## config.mk

```make
export PLATFORM = sky130hd
export DESIGN_NAME = uart_rx
export DESIGN_NICKNAME = d
export VERILOG_FILES = /design/src/rtl/uart_pkg.sv /design/src/rtl/sync_2ff.sv /design/src/rtl/uart_rx.sv
export SDC_FILE = /design/constraint.sdc
export NUM_CORES = 1
export LEC_CHECK = 0
export ABC_AREA = 0
export BUFFER_PORTS_ARGS = -buffer_cell sky130_fd_sc_hd__buf_2
export CORE_MARGIN = 1
export CORE_UTILIZATION = 45
export DETAILED_ROUTE_END_ITERATION = 10
export PLACE_DENSITY = 0.64
export SETUP_SLACK_MARGIN = 0.02
export SYNTH_ARGS = -nofsm -noshare
export SYNTH_HDL_FRONTEND = slang
export SYNTH_SLANG_ARGS = --single-unit
```

## constraint.sdc

```tcl
create_clock -name clk -period 2.1 [get_ports clk]
set_input_delay 0.21 -clock clk [delete_from_list [all_inputs] [get_ports clk]]
set_output_delay 0.21 -clock clk [all_outputs]
set_load 0.01 [all_outputs]
```

## src/rtl/uart_pkg.sv

```systemverilog
// uart_pkg: definitions shared by the UART receiver and transmitter.
//   - FSM state encodings (IDLE/START/DATA/STOP/PARITY).
//   - Default frame parameters (DBIT/SB_TICK/S), so both ends of a link
//     are configured the same way.
//   - clog2 helper for sizing counters from parameters.
package uart_pkg;

    localparam int DBIT_DEF    = 8;
    localparam int SB_TICK_DEF = 16;
    localparam int S_DEF       = 16;

    localparam logic [2:0] IDLE   = 3'd0;
    localparam logic [2:0] START  = 3'd1;
    localparam logic [2:0] DATA   = 3'd2;
    localparam logic [2:0] STOP   = 3'd3;
    localparam logic [2:0] PARITY = 3'd4;

    // Number of bits needed to hold values 0 .. value-1.
    function automatic int clog2(input int value);
        int r;
        r = 0;
        while ((1 << r) < value) begin
            r = r + 1;
        end
        return r;
    endfunction

endpackage

```

## src/rtl/sync_2ff.sv

```systemverilog
// sync_2ff: two-flop synchronizer for a single asynchronous input.
//   clk    : destination clock
//   reset  : asynchronous, active-low reset
//   d      : asynchronous input
//   q      : synchronized output (2 clk latency)
// RESET_VAL sets the value both flops take in reset, so an idle-high line
// does not look like an edge when reset is released.
module sync_2ff #(
    parameter bit RESET_VAL = 1'b0
) (
    input  logic clk,
    input  logic reset,
    input  logic d,
    output logic q
);

    logic meta_q;
    logic sync_q;

    always_ff @(posedge clk or negedge reset) begin
        if (!reset) begin
            meta_q <= RESET_VAL;
            sync_q <= RESET_VAL;
        end else begin
            meta_q <= d;
            sync_q <= meta_q;
        end
    end

    assign q = sync_q;

endmodule

```

## src/rtl/uart_rx.sv

```systemverilog
// uart_rx: oversampled UART receiver, DBIT data bits LSB first, one stop bit.
//   clk          : system clock
//   reset        : asynchronous, active-low reset
//   s_tick       : one-clk oversample strobe, S per bit period
//   rx           : raw serial line, idle high, asynchronous to clk
//   dout         : last received data word (held until next frame)
//   rx_done_tick : one-clk pulse when a frame completes
//   frame_err    : stop-bit sample of the last frame was 0
//   parity_err   : parity check of the last frame failed
//                  (only when UART_RX_PARITY_EN is defined)
//   state_dbg    : current FSM state (uart_pkg encodings)
// Optional feature macro: UART_RX_PARITY_EN inserts a PARITY state between
// DATA and STOP and adds parameter PARITY_ODD and output parity_err.
module uart_rx
    import uart_pkg::*;
#(
    parameter int DBIT    = DBIT_DEF,
    parameter int SB_TICK = SB_TICK_DEF,
    parameter int S       = S_DEF
`ifdef UART_RX_PARITY_EN
    ,
    parameter bit PARITY_ODD = 1'b0
`endif
) (
    input  logic            clk,
    input  logic            reset,
    input  logic            s_tick,
    input  logic            rx,
    output logic [DBIT-1:0] dout,
    output logic            rx_done_tick,
    output logic            frame_err,
`ifdef UART_RX_PARITY_EN
    output logic            parity_err,
`endif
    output logic [2:0]      state_dbg
);

    localparam int MAXT   = (S > SB_TICK) ? S : SB_TICK;
    localparam int SW     = (clog2(MAXT) < 1) ? 1 : clog2(MAXT);
    localparam int NW     = (clog2(DBIT) < 1) ? 1 : clog2(DBIT);

    localparam logic [SW-1:0] HALF_LAST = SW'(S / 2 - 1);
    localparam logic [SW-1:0] BIT_LAST  = SW'(S - 1);
    localparam logic [SW-1:0] STOP_LAST = SW'(SB_TICK - 1);
    localparam logic [NW-1:0] N_LAST    = NW'(DBIT - 1);

    logic rx_s;

    sync_2ff #(
        .RESET_VAL (1'b1)
    ) u_sync (
        .clk   (clk),
        .reset (reset),
        .d     (rx),
        .q     (rx_s)
    );

    logic [2:0]      state_q,  state_d;
    logic [SW-1:0]   s_q,      s_d;
    logic [NW-1:0]   n_q,      n_d;
    logic [DBIT-1:0] shift_q,  shift_d;
    logic [DBIT-1:0] dout_q,   dout_d;
    logic            done_q,   done_d;
    logic            ferr_q,   ferr_d;
    logic            armed_q,  armed_d;
`ifdef UART_RX_PARITY_EN
    logic            par_q,    par_d;
    logic            perr_q,   perr_d;
`endif

    // State register
    always_ff @(posedge clk or negedge reset) begin
        if (!reset) begin
            state_q <= IDLE;
            s_q     <= '0;
            n_q     <= '0;
            shift_q <= '0;
            dout_q  <= '0;
            done_q  <= 1'b0;
            ferr_q  <= 1'b0;
            armed_q <= 1'b1;
`ifdef UART_RX_PARITY_EN
            par_q   <= 1'b0;
            perr_q  <= 1'b0;
`endif
        end else begin
            state_q <= state_d;
            s_q     <= s_d;
            n_q     <= n_d;
            shift_q <= shift_d;
            dout_q  <= dout_d;
            done_q  <= done_d;
            ferr_q  <= ferr_d;
            armed_q <= armed_d;
`ifdef UART_RX_PARITY_EN
            par_q   <= par_d;
            perr_q  <= perr_d;
`endif
        end
    end

    // Next-state logic
    always_comb begin
        state_d = state_q;
        s_d     = s_q;
        n_d     = n_q;
        shift_d = shift_q;
        dout_d  = dout_q;
        done_d  = 1'b0;
        ferr_d  = ferr_q;
        armed_d = armed_q;
`ifdef UART_RX_PARITY_EN
        par_d   = par_q;
        perr_d  = perr_q;
`endif
        case (state_q)
            IDLE: begin
                // Start detection is level based and runs every clk; after a
                // frame that ended low (break), wait for the line to go high.
                if (!armed_q) begin
                    if (rx_s) armed_d = 1'b1;
                end else if (!rx_s) begin
                    state_d = START;
                    s_d     = '0;
                end
            end
            START: begin
                if (s_tick) begin
                    if (s_q == HALF_LAST) begin
                        if (!rx_s) begin
                            // Mid start bit: from here every S ticks is mid-bit.
                            state_d = DATA;
                            s_d     = '0;
                            n_d     = '0;
                        end else begin
                            state_d = IDLE;
                        end
                    end else begin
                        s_d = s_q + 1'b1;
                    end
                end
            end
            DATA: begin
                if (s_tick) begin
                    if (s_q == BIT_LAST) begin
                        s_d     = '0;
                        shift_d = {rx_s, shift_q[DBIT-1:1]};
                        if (n_q == N_LAST) begin
`ifdef UART_RX_PARITY_EN
                            state_d = PARITY;
`else
                            state_d = STOP;
`endif
                        end else begin
                            n_d = n_q + 1'b1;
                        end
                    end else begin
                        s_d = s_q + 1'b1;
                    end
                end
            end
`ifdef UART_RX_PARITY_EN
            PARITY: begin
                if (s_tick) begin
                    if (s_q == BIT_LAST) begin
                        s_d     = '0;
                        par_d   = rx_s;
                        state_d = STOP;
                    end else begin
                        s_d = s_q + 1'b1;
                    end
                end
            end
`endif
            STOP: begin
                if (s_tick) begin
                    if (s_q == STOP_LAST) begin
                        dout_d  = shift_q;
                        ferr_d  = ~rx_s;
                        done_d  = 1'b1;
                        s_d     = '0;
                        state_d = IDLE;
                        if (!rx_s) armed_d = 1'b0;
`ifdef UART_RX_PARITY_EN
                        perr_d  = ((^shift_q) ^ par_q) != PARITY_ODD;
`endif
                    end else begin
                        s_d = s_q + 1'b1;
                    end
                end
            end
            default: begin
                state_d = IDLE;
            end
        endcase
    end

    // Outputs
    always_comb begin
        dout         = dout_q;
        rx_done_tick = done_q;
        frame_err    = ferr_q;
`ifdef UART_RX_PARITY_EN
        parity_err   = perr_q;
`endif
        state_dbg    = state_q;
    end

endmodule

```

## Word level (Yosys, flattened, before mapping)

Cells that the tools add are included.

| storage, ports and cells | value |
|---|---|
| flip-flop bits (word level) | 31 |
| input bits | 4 |
| output and inout bits | 13 |
| logic and storage cells | 77 |

| cells by class | value |
|---|---|
| add/subtract/negate cells | 2 |
| equal/unequal tests | 19 |
| muxes and demuxes | 34 |
| bitwise logic cells | 1 |
| reductions and logical operators | 11 |

Operators by type and width:

| operator | number |
|---|---|
| 3-bit two-way mux | 15 |
| 4-bit two-way mux | 6 |
| 2-bit inequality test (second input constant) | 12 |
| 3-bit one-hot mux with 4 select lines | 1 |
| 4-bit one-hot mux with 3 select lines | 1 |
| 9-bit AND reduction | 1 |
| 1-bit two-way mux | 8 |
| 4-bit AND reduction | 2 |
| 7-bit AND reduction | 1 |
| 3-bit by 2-bit == test with 1-bit output (second input constant) | 2 |
| 3-bit one-hot mux with 2 select lines | 1 |
| 3-bit AND reduction | 2 |
| 4-bit by 1-bit adder with 4-bit output (second input constant) | 1 |
| 4-bit by 3-bit == test with 1-bit output (second input constant) | 1 |
| 4-bit == test (second input constant) | 1 |
| 2-bit nonzero test | 2 |
| 3-bit by 1-bit adder with 3-bit output (second input constant) | 1 |
| 3-bit by 1-bit == test with 1-bit output (second input constant) | 1 |
| 3-bit == test (second input constant) | 1 |
| 3-bit logical NOT | 1 |
| 3-bit nonzero test | 1 |
| 2-bit two-way mux | 1 |
| 2-bit by 1-bit inequality test with 1-bit output (second input constant) | 1 |
| 1-bit one-hot mux with 2 select lines | 1 |
| 2 further kinds | 2 |

## Logic depth before layout (Yosys ltp)

| logic depth | value |
|---|---|
| depth after elaboration | 5 |
| mapped depth | 5 |
| depth with buffers taken out | 5 |

## Cells and area by module

A second synthesis with hierarchy kept.

| unflattened totals | value |
|---|---|
| cells, all modules | 133 |
| area, all modules | 1,475.2 um^2 |

By module, submodules not included:

| module | times used | cells each | area each (um^2) | seq. area each (um^2) |
|---|---|---|---|---|
| uart_rx | 1 | 131 | 1,422.6 | 701.9 |
| sync_2ff | 1 | 2 | 52.6 | 52.6 |

## Worst setup path after synthesis

No wires, ideal clock.

| path | value |
|---|---|
| path type | register -> register |
| from | register s_q[0] |
| to | register shift_q[0] |
| library setup time | 0.125 ns |
| arrival time | 1.477 ns |
| data required time | 1.975 ns |
| setup slack | 0.498 ns |
| cell stages (with the launch flop) | 6 |
| path buffers | 1 |
| clock period less this slack | 1.602 ns |
| cells stage by stage | dfrtp_1 ha_1 buf_2 nand4_2 nor3_4 mux2_2 |

| between the ends | value |
|---|---|
| cells in the longest elaborated chain, start to end | 2 |

Ends and longest elaborated chain:

| element | line | source |
|---|---|---|
| start: declaration | uart_rx.sv:59 | `logic [SW-1:0] s_q, s_d;` |
| start signal: assignment | uart_rx.sv:75 | `s_q <= '0;` |
| start signal: assignment | uart_rx.sv:88 | `s_q <= s_d;` |
| 4-bit == test | uart_rx.sv:145 | `if (s_q == BIT_LAST) begin` |
| 3-bit AND reduction (no line) | - |  |
| end signal: assignment | uart_rx.sv:90 | `shift_q <= shift_d;` |
| end: declaration | uart_rx.sv:61 | `logic [DBIT-1:0] shift_q, shift_d;` |

No other way between the ends.
A chain may end at the register's enable or synchronous reset.

## Worst setup path after layout

| path | value |
|---|---|
| from | register state_q[0] (netlist: state_dbg[0]) |
| to | register dout_q[2] (netlist: dout[2]) |

| between the ends | value |
|---|---|
| cells in the longest elaborated chain, start to end | 2 |

Ends and longest elaborated chain:

| element | line | source |
|---|---|---|
| start: declaration | uart_rx.sv:58 | `logic [2:0] state_q, state_d;` |
| start signal: assignment | uart_rx.sv:87 | `state_q <= state_d;` |
| 3-bit by 2-bit == test with 1-bit output | uart_rx.sv:116 | `case (state_q)` |
| 3-bit AND reduction (no line) | - |  |
| end signal: assignment | uart_rx.sv:91 | `dout_q <= dout_d;` |
| end: declaration | uart_rx.sv:62 | `logic [DBIT-1:0] dout_q, dout_d;` |

No other way between the ends.

==> summary.md <==
| Metric | Value |
|---|---|
| Status | finished clean |
| Avg Synthesized Cell Area | 11.5 µm² |
| Synth warn | 0 |
| Gpl congestion | 0.844 |
| Combinational family with the most area after synthesis | simple AND/OR/NAND/NOR gates |
| I/O pin count | 17 |
| LEAKAGE | 0.808 nW |
| Synth Net Count | 134 |
| Worst Skew | 0.00587 ns |
| R2R Setup Slk | 0.39 ns |
| Setup Fix Bufs, Post-CTS | 0 |
| Post-synthesis simple-gate area fraction | 16.4% |
| CTS Sinks | 30 |
| Crit path capture | dout[2]$_DFFE_PN0P_ |
| CP arrival | 1.93 ns |
| Final Setup Violations | 0 |
| Placed insts | 181 |
| CTS tree | yes |
| Antenna diodes | 0 |
| R2R cell count | 3 |
| Final hold violation count | 0 |
| First-pass GRT wire length | 4.40 mm |
| Post-synthesis compound-gate area fraction | 11.9% |
| Core Rows | 20 |
| Yosys cell types | 39 |
| Post-synth EDFFs | 0 |
| Dominant cells by area after synthesis | dfrtp_1 46%, mux2_2 12%, dfstp_2 5.4%, nand3_1 2.7%, ha_1 2.6% |
| Slew Viols, Final | 0 |
| Post-Place Worst Slack | 0.403 ns |
| Final Cell Area | 1680 µm² |
| CP Launch Type | register |
| Via/cell ratio | 5.46 |
| Synth Area in Adders | 2.56% |
| Clock latency at the later pin of the worst-skew pair | 0.33 ns |
| Slew margin rel. | 56.8% |
| Final WS setup | 0.392 ns |
| DR WL/cell | 13.4 µm |
| P&R area growth vs syn | 14.4% |
| Synth top area share | 46.1% |
| DRT iter0 DRCs | 35 |
| Post-CTS sizing | 0 |
| Die area | 3490 µm² |
| WP data required | 2.32 ns |
| Clock buffer depth | 2 |
| RSZ-0062 raised after global routing | false |
| Pin count of the biggest net entering global routing | 31 |
| Clock transition at the registers of the reported paths | 0.09 ns |
| Hpwl dp | 1.77 mm |
| Initial Util | 47.6% |
| Yosys top cell by area | dfrtp_1 |
| Top_reg_cell synth | dfrtp_1 |
| Core footprint | 3080 µm² |
| Nets | 153 |
| Hold WS | 0.333 ns |
| DIE WIDTH | 59.1 µm |
| Worst slew pin tran | 0.649 ns |
| Worst r2r src | state_dbg[0]$_DFFE_PN0P_ |
| Cells after synthesis | 127 |
| Setup crit end kind | register |
| Max IR drop VDD | 0.000557 V |
| Synthesized cell area | 1470 µm² |
| Fillers | 283 |
| Worst Setup SP | state_dbg[0]$_DFFE_PN0P_ |
| Ys async rst share | 100% |
| Finished Layout Cells | 191 |
| Setup CP Type | reg -> reg |
| CTS root buf | clkbuf_4 |
| Fin crit period | 1.71 ns |
| Die Y | 59.1 µm |
| Hold buffers post-CTS | 2 |
| WL final | 2.57 mm |
| ANT nets after route | 0 |
| Post-synthesis register bit count | 30 |
| Crit Reg-Reg Endpoint | dout[2]$_DFFE_PN0P_ |
| Post-DP Area | 1570 µm² |
| TritonRoute pass-1 iters | 4 |
| PD cells | 1150 nW/µm² |
| H-tree levels | 2 |
| GRT Overall Usage | 17.5% |
| Max cap viols | 0 |
| Layout cells sized above 1 | 34.0% |
| Drc violations | 0 |
| Seq/Total Area, Yosys | 51.5% |
| Initial antenna violation count | 0 |
| Mux contribution to synthesized area | 13.0% |
| Peak Freq | 586 MHz |
| Synth Area in XOR/XNOR | 0% |
| DR vias | 1042 |
| Setup TNS | 0 ns |
| CP Max Fanout | 11 |
| Port bufs | 15 |
| Number of global-route vias before repair | 962 |
| Grt ovf | 0 |
| Worst hold path type | in -> reg |
| Inserted Clock Buffers | 5 |
| Final period util | 81.3% |
==> metal layers <==
| metal | track usage (%) | vias to the layer above | part of all wire (%) |
|---|---|---|---|
| met1 | 22.8 | 520 | 49 |
| met3 | 6.55 | 6 | 3.2 |
| met5 | 0 | - | 0 |
| li1 | - | 501 | - |
| met4 | 8.16 | 0 | 2.1 |
| met2 | 25.6 | 15 | 46 |
==> flip-flops by register name, indices dropped and copies added, names as in the netlist <==
name / flops
armed_q: 1
dout: 8
frame_err: 1
n_q: 3
rx_done_tick: 1
s_q: 4
shift_q: 8
state_dbg: 2
u_sync.meta_q: 1
u_sync.q: 1
==> layout by cell type (no fill, tap or decap), drive strengths merged, types with 2 or more instances in the layout <==
master       netlist  routed
a21oi              5       5
buf                6      17
clkbuf             1       7
dfrtp             27      27
dfstp              3       3
dlygate4sd3        0       2
ha                 3       3
inv                7       7
mux2              16      16
nand2              6       6
nand3              8       8
nand4              5       5
nor2               3       3
nor2b              2       2
o211ai             3       3
o21a               2       2
o21ai              5       5
o311ai             3       3
o31ai              3       3
or2                2       2
==> cells in the mapped netlist, types with 3 or more instances <==
| master | n |
|---|---|
| nand3_1 | 8 |
| o211ai_1 | 3 |
| o21ai_0 | 5 |
| ha_1 | 3 |
| dfrtp_1 | 27 |
| nand2_1 | 6 |
| o311ai_0 | 3 |
| a21oi_1 | 5 |
| o31ai_1 | 3 |
| buf_2 | 4 |
| mux2_2 | 16 |
| inv_1 | 7 |
| dfstp_2 | 3 |
| nand4_1 | 3 |
==> layout make-up <==
class | instances | area (µm²) | share of cell area [%]
clock buffers | 7 | 55.1 | 3.28
clock inverters | 1 | 30.0 | 1.79
inverters | 7 | 26.3 | 1.57
multi-input cells | 83 | 647 | 38.6
flip-flops and latches | 30 | 754 | 45.0
well taps | 44 | 55.1 | 3.28
repair buffers | 19 | 110 | 6.56
==> worst max-delay path, stage by stage, from the launching register on <==
cell and delay [ns]:
dfrtp_1 0.61, nand4_2 0.29, nor2_4 0.33, mux2_2 0.37
==> logic make-up (layout without fill, tap and decap cells) <==
logic type                 after synthesis  count (layout)
AOI/OAI and AO/OA                       26              26
adders and majority gates                3               3
buffers and inverters                   14              34
DFF                                     30              30
muxes                                   17              17
other                                    1               1
and+or+nand+nor                         36              36
==> worst min-delay path by stage <==
stage	startpoint	endpoint	cells past startpoint
floorplan	reset	dout[0]$_DFFE_PN0P_	0
global placement	reset	n_q[2]$_DFFE_PN0P_	1
detailed placement	reset	n_q[2]$_DFFE_PN0P_	1
CTS	s_tick	s_q[2]$_DFFE_PN0P_	3
global route	s_tick	s_q[2]$_DFFE_PN0P_	3
finish	s_tick	s_q[2]$_DFFE_PN0P_	3
==> power by group <==
group	total [mW]	internal, mW	switching (mW)
combinational	0.581	0.271	0.309
sequential	0.874	0.690	0.183
clock	0.480	0.284	0.196
==> stage by stage <==
| stage | power, mW | utilization, % |
|---|---|---|
| finish | 1.93 | 54.5 |
| global route | 2.08 | 54.5 |
| CTS | 1.96 | 54.5 |
| detailed placement | 1.46 | 51.1 |
| global placement | 1.44 | 51.1 |
| floorplan | 1.29 | - |
No activity file was read; power rests on OpenSTA's default activity.
